[config.mk]
export PLATFORM = sky130hd
export DESIGN_NAME = addr_recover_pipe
export DESIGN_NICKNAME = d
export VERILOG_FILES = /design/src/rtl/addr_calc_pkg.sv /design/src/rtl/addr_sat_counter.sv /design/src/rtl/addr_recover_pipe.sv
export SDC_FILE = /design/constraint.sdc
export NUM_CORES = 1
export LEC_CHECK = 0
export CAP_MARGIN = 20
export CORE_MARGIN = 8
export CORE_UTILIZATION = 51
export DETAILED_ROUTE_END_ITERATION = 8
export HOLD_SLACK_MARGIN = 0.1
export PLACE_DENSITY = 0.8
export SLEW_MARGIN = 0
export SYNTH_ARGS = -nofsm -noshare
export SYNTH_HDL_FRONTEND = slang
export SYNTH_SLANG_ARGS = --single-unit
[constraint.sdc]
create_clock -name clk -period 3.45 [get_ports clk]
set_input_delay 0.345 -clock clk [delete_from_list [all_inputs] [get_ports clk]]
set_output_delay 0.345 -clock clk [all_outputs]
set_load 0.02 [all_outputs]
[src/rtl/addr_calc_pkg.sv]
// Shared address-path constants and payload types for the forward calculator
// and for its inverse (addr_recover_pipe).
package addr_calc_pkg;

    localparam int AW = 8;
    localparam int CW = 16;
    localparam logic [AW-1:0] BASE = 8'h80;

    typedef struct packed {
        logic [CW-1:0] r;
        logic [AW-1:0] ptr1;
        logic [AW-1:0] ptr2;
    } stage1_t;

    typedef struct packed {
        logic [AW-1:0] ptr_rec;
        logic          control_rec;
        logic          hit;
        logic          range_err;
    } result_t;

    // ptr1 wins when both candidates match; anything outside AW bits is a miss.
    function automatic result_t decode(stage1_t s);
        result_t res;
        logic    m1;
        logic    m2;
        logic    rerr;
        rerr            = |s.r[CW-1:AW];
        m1              = (s.r == {{(CW-AW){1'b0}}, s.ptr1});
        m2              = (s.r == {{(CW-AW){1'b0}}, s.ptr2});
        res.ptr_rec     = s.r[AW-1:0];
        res.control_rec = m1 & ~rerr;
        res.hit         = (m1 | m2) & ~rerr;
        res.range_err   = rerr;
        return res;
    endfunction

endpackage

[src/rtl/addr_sat_counter.sv]
// Saturating event counter: sticks at all-ones instead of wrapping.
module addr_sat_counter #(
    parameter int W = 16
) (
    input  logic         clk,
    input  logic         rst,
    input  logic         en,
    output logic [W-1:0] cnt
);

    always_ff @(posedge clk) begin
        if (rst)
            cnt <= '0;
        else if (en && (cnt != {W{1'b1}}))
            cnt <= cnt + 1'b1;
    end

endmodule

[src/rtl/addr_recover_pipe.sv]
// Inverse address calculator: recovers pointer offset and control from a count.
// Two-stage valid/ready pipeline with saturating hit/miss statistics.
module addr_recover_pipe #(
    parameter logic [7:0] BASE = addr_calc_pkg::BASE,
    parameter int         CW   = addr_calc_pkg::CW,
    parameter int         AW   = addr_calc_pkg::AW
) (
    input  logic          clk,
    input  logic          rst,
    input  logic          in_valid,
    output logic          in_ready,
    input  logic [CW-1:0] count,
    input  logic [AW-1:0] address,
    input  logic [AW-1:0] b,
    input  logic [AW-1:0] ptr1,
    input  logic [AW-1:0] ptr2,
    output logic          out_valid,
    input  logic          out_ready,
    output logic [AW-1:0] ptr_rec,
    output logic          control_rec,
    output logic          hit,
    output logic          range_err,
    output logic [CW-1:0] hit_cnt,
    output logic [CW-1:0] miss_cnt
);

    localparam int STAGES = 2;

    // Payload widths come from the shared package; parameters must agree with it.
    logic [STAGES:1]         vld_pipe;
    addr_calc_pkg::stage1_t  s1_q;
    addr_calc_pkg::result_t  res_q;
    logic                    s2_ready;
    logic                    in_acc;
    logic                    xfer;
    logic [CW-1:0]           r_calc;

    assign s2_ready = ~vld_pipe[2] | out_ready;
    assign in_ready = ~vld_pipe[1] | s2_ready;
    assign in_acc   = in_valid & in_ready;
    assign xfer     = vld_pipe[2] & out_ready;

    // Undo address - BASE + b modulo 2^CW; underflow shows up as range_err later.
    assign r_calc = count - CW'(address) + CW'(BASE) - CW'(b);

    always_ff @(posedge clk) begin
        if (rst) begin
            vld_pipe <= '0;
            s1_q     <= '0;
            res_q    <= '0;
        end else begin
            if (in_ready) begin
                vld_pipe[1] <= in_valid;
                if (in_acc)
                    s1_q <= '{r: r_calc, ptr1: ptr1, ptr2: ptr2};
            end
            if (s2_ready) begin
                vld_pipe[2] <= vld_pipe[1];
                if (vld_pipe[1])
                    res_q <= addr_calc_pkg::decode(s1_q);
            end
        end
    end

    assign out_valid   = vld_pipe[2];
    assign ptr_rec     = res_q.ptr_rec;
    assign control_rec = res_q.control_rec;
    assign hit         = res_q.hit;
    assign range_err   = res_q.range_err;

    addr_sat_counter #(.W(CW)) u_hit_cnt (
        .clk (clk),
        .rst (rst),
        .en  (xfer & res_q.hit),
        .cnt (hit_cnt)
    );

    addr_sat_counter #(.W(CW)) u_miss_cnt (
        .clk (clk),
        .rst (rst),
        .en  (xfer & ~res_q.hit),
        .cnt (miss_cnt)
    );

endmodule

; ---- Word level (Yosys, flattened, before mapping)
; Index checks and enable logic that the tools add are counted.
[op_classes]
addsub = 5
multipliers = 0
n_div = 0
n_lt_le_gt_ge = 0
eq_ne = 4
shifts = 0
muxes = 0
bitwise_logic = 13
n_reduce_logical = 5
[op_table]
columns = op, count
row1 = 16-bit by 1-bit adder with 16-bit output (second input constant), 2
row2 = 16-bit by 8-bit == test with 1-bit output, 2
row3 = 16-bit inequality test (second input constant), 2
row4 = 16-bit by 8-bit subtractor with 16-bit output, 2
row5 = 16-bit by 8-bit adder with 16-bit output (second input constant), 1
row6 = 8-bit OR reduction, 1
row7 = 1-bit AND, 6
row8 = 1-bit NOT, 4
row9 = 2-bit AND reduction, 2
row10 = 1-bit bitwise OR, 3
row11 = 1-bit logical AND, 2
[totals]
reg_bits = 77
latchBits = 0
mem_bits_rw = 0
mem_bits_ro = 0
inputBits = 52
word_cells = 38
mem_count = 0

; ---- Logic depth before layout (Yosys ltp)
; Gate-level depths: netlist of run 1.
[depth]
depth_word = 5
ltp_mapped = 11

; ---- Cells and area by module
; Synthesis of run 1 repeated with hierarchy kept, for this count alone.
[hier_totals]
hier_cells = 554
hier_area_um2 = 4528.1
[modules_own_cells]
columns = mod, instances, cells_per_inst, area_per_inst_um2, seq_area_each_um2
row1 = addr_recover_pipe, 1, 356, 2831.5, 900.9
row2 = addr_sat_counter, 2, 99, 848.3, 320.3

; ---- Worst setup path before layout of run 1
; OpenSTA, ideal clock, no wires.
[synth_path]
kind = input-to-reg
from = input count[2]
to = register s1_q[28] (netlist name)
setup_ns = 0.106
arrival_time_ns = 2.778
setup_slack_ns = 0.566
stages = 10
cell_sequence = inv_1 > fa_1 > inv_1 > ha_1 > ha_1 > fa_1 > a21o_1 > a221oi_2 > o221ai_1 > o311ai_0
[synth_between]
elab_chain_len = 3
[synth_lines]
columns = item, line_no
row1 = from (decl), addr_recover_pipe.sv:12  ; input logic [CW-1:0] count,
row2 = 16-bit by 8-bit subtractor with 16-bit output, addr_recover_pipe.sv:44  ; assign r_calc = count - CW'(address) + CW'(BASE) - CW'(b);
row3 = 16-bit by 8-bit adder with 16-bit output, addr_recover_pipe.sv:44
row4 = 16-bit by 8-bit subtractor with 16-bit output, addr_recover_pipe.sv:44
row5 = to (signal assigned), addr_recover_pipe.sv:55  ; s1_q <= '{r: r_calc, ptr1: ptr1, ptr2: ptr2};
row6 = to (decl), addr_recover_pipe.sv:31  ; addr_calc_pkg::stage1_t s1_q;
; No other way between the ends.
; A chain may end at the register's enable or synchronous reset.

; ---- Worst setup path in the final report of run 1
; Ends and elaborated chain as after synthesis.

==> metrics, run 1 <==
Detailed Route Iter0 Violations 118; Pwr Density approximately 390 nW/um2; Post-Synthesis Cells 538; Final WS setup about 0.3 ns; crit path launch type input port; ys async rst share 0%; Core ar. between 8000 and 9000 um2; DP Worst Slack -0.06171 ns; fin crit period about 3.2 ns; Primary FF master, synth dfxtp_1; Yosys top cell area share roughly 35%; slew margin rel. between 50% and 60%; Synth area leader dfxtp_1; Design Power around 2.2 mW; IO buf count 96; P_leak 2.145 nW; total routed wirelength 10490 um; die width roughly 110 um; Clk pin slew, worst setup/hold paths ~0.080 ns; Final Max Tran Viols 0; CTS Hold Bufs 0; TritonCTS buffer count 9; Syn Area/Cell just over 8 um2; initial antenna violation count 0; slew at the pin with the worst max-slew slack between 0.6 and 0.7 ns; residual overflow from global routing 0; root buffer cell clkbuf_8; Ports 97; CTS HTree Levels 3; Mapped Area between 4000 and 5000 um2; layout cells sized above 1 5.397%; post-CTS setup buffer count 0; maximum buffer depth of the clock tree 2; Peak VDD IR around 0.20 mV; PostCTS Resize Cnt 0; FF+latch count, synth 77; Worst Skew 0.009928 ns; outcome completed; WL/cell ~14 um; post-synthesis xor/xnor area fraction a little under a tenth; Area contributors post-synth dfxtp_1, nand2_1, ha_1; Seq/Total Area, Yosys between 30% and 40%; hpwl dp 8175 um; vias per inst 5.512; Residual DRC 0; largest family of logic cells by synthesized area simple AND/OR/NAND/NOR gates; Post-layout nets around 700; post-synthesis mux area share less than 1%; final worst-path cycle share around nine tenths; clk_lat worst skew 0.35 ns; area growth from synthesis to layout 26.80%; CTS tree done; die area ~12000 um2; Crit Path Class input port to register; pin count of the biggest net entering global routing between 40 and 50; Worst Path Required roughly 3.7 ns; Hold Path Class register to register; largest fanout on the critical path 4; area share of fa/ha/maj cells after synthesis 10.49%; post-synth net total between 600 and 700; FP Rows 34; Synth Warn # 0; number of flops mapped to enable cells by yosys 0; endpoints failing hold 0; first-pass GRT wire length 17980 um; vias in the first global route about 4000; max-cap violations 0; commonest non-fill, non-tap cell in the layout clkdlybuf4s50_1; RSZ-0062 raised after global routing no; post-route ant nets 0; Final setup violation count 0; drt pass-1 iters 4; DR vias between 4000 and 5000; max frequency 317.5 MHz; CTS sink count a little under 80; synth unique cells 53; crit path DAT between 3 and 4 ns; Tot GR Track Use 18.26%; # diodes 0; CP Capture Type register; most frequent cells in the layout clkdlybuf4s50_1, nand2_1, dfxtp_1; complex-gate fraction of the synthesized area 14.70%; Initial Util between 50% and 60%; Post-Synth Simple-Gate Area approximately a quarter; GP Congestion between 0.8 and 0.9; Die Y 109.5 um
final timing paths:
path / cells past startpoint / to / start / slack (ns)
max: 11 / s1_q[28] / count[2] / 0.30
min: 2 / s1_q[24] / s1_q[24] / 0.46
max reg2reg: 6 / u_hit_cnt.cnt[14] / u_hit_cnt.cnt[0] / 1.44
min reg2reg: 2 / s1_q[24] / s1_q[24] / 0.46
Yosys cell counts (2+ instances only):
library cell,count
o21ai_0,9
and4_1,8
dfxtp_1,77
nand2b_1,2
ha_1,23
fa_1,9
nor4_1,4
a21o_1,5
nand2_1,78
xor2_1,14
buf_6,4
nand4_1,14
a2111oi_4,2
a211oi_1,6
nor4_2,2
a21oi_1,47
and3_1,11
nand3_1,32
xnor2_1,32
buf_2,6
and2_1,5
nor3_1,9
a31oi_1,6
inv_1,35
nor2b_1,2
o311ai_0,2
a22oi_1,2
clkbuf_1,15
o211ai_1,6
o221ai_1,2
mux2i_1,3
or3_1,3
nor2_1,42
nand3b_1,2
registers in the layout, indices dropped and copies added (netlist names):
signal          count
hit                 1
vld_pipe            2
s1_q               32
range_err           1
control_rec         1
u_hit_cnt.cnt      16
u_miss_cnt.cnt     16
ptr_rec             8
per-layer routing:
layer | track usage (%) | vias to the layer above | part of all wire, %
met3 | 3.927 | 17 | 5.9
met5 | 0 | - | 0
li1 | - | 2045 | -
met1 | 22.21 | 1890 | 43
met2 | 30.19 | 116 | 49
met4 | 8.486 | 0 | 2.1
kinds of logic (layout without fill, tap and decap cells):
logic type,count (synthesis),count (layout)
AND/OR/NAND/NOR,220,220
AO/OA/AOI/OAI,98,98
flip-flops,77,77
buffers and inverters,61,153
XOR/XNOR,46,46
adder cells (fa/ha/maj),32,32
multiplexers,4,4
worst max-delay path: stages:
cell and delay (ns):
clkdlybuf4s50_1 0.46, inv_1 0.05, fa_1 0.49, inv_1 0.04, ha_1 0.29, ha_1 0.23, fa_1 0.40, a21o_1 0.23
a221oi_2 0.34, o221ai_1 0.21, o311ai_0 0.31
layout make-up:
cell class,count,area [um2]
Fill cell,747,2939
Clock buffer,9,123.9
Clock inverter,7,75.07
Tap cell,108,135.1
Multi-Input combinational cell,400,2646
Timing Repair Buffer,102,1001
Inverter,35,131.4
Sequential cell,77,1541
per-stage QoR:
stage                     util [%]   TNS, ns  area [um2]  cells  hold slack (ns)
after CTS                    65.80         0        5654    738           0.4665
after detailed placement     63.48  -0.09815        5455    722           0.4539
final                        65.80         0        5654    738           0.4610
after floorplan                  -         0        4459    538           0.4320
after global routing         65.80         0        5654    738           0.4810
after global placement       63.48         0        5455    722           0.4480
where the power goes:
group	switching [mW]	internal, mW
sequential	0.0470	0.936
clock	0.351	0.336
combinational	0.257	0.254
total	0.655	1.53
No activity file was read; power rests on OpenSTA's default activity.
==> run 2: changes to the inputs <==
Settings changed: GPL_ROUTABILITY_DRIVEN set to 0.
==> results of run 2 <==
No change in the layout: final DEF, timing and power equal those of run 1.
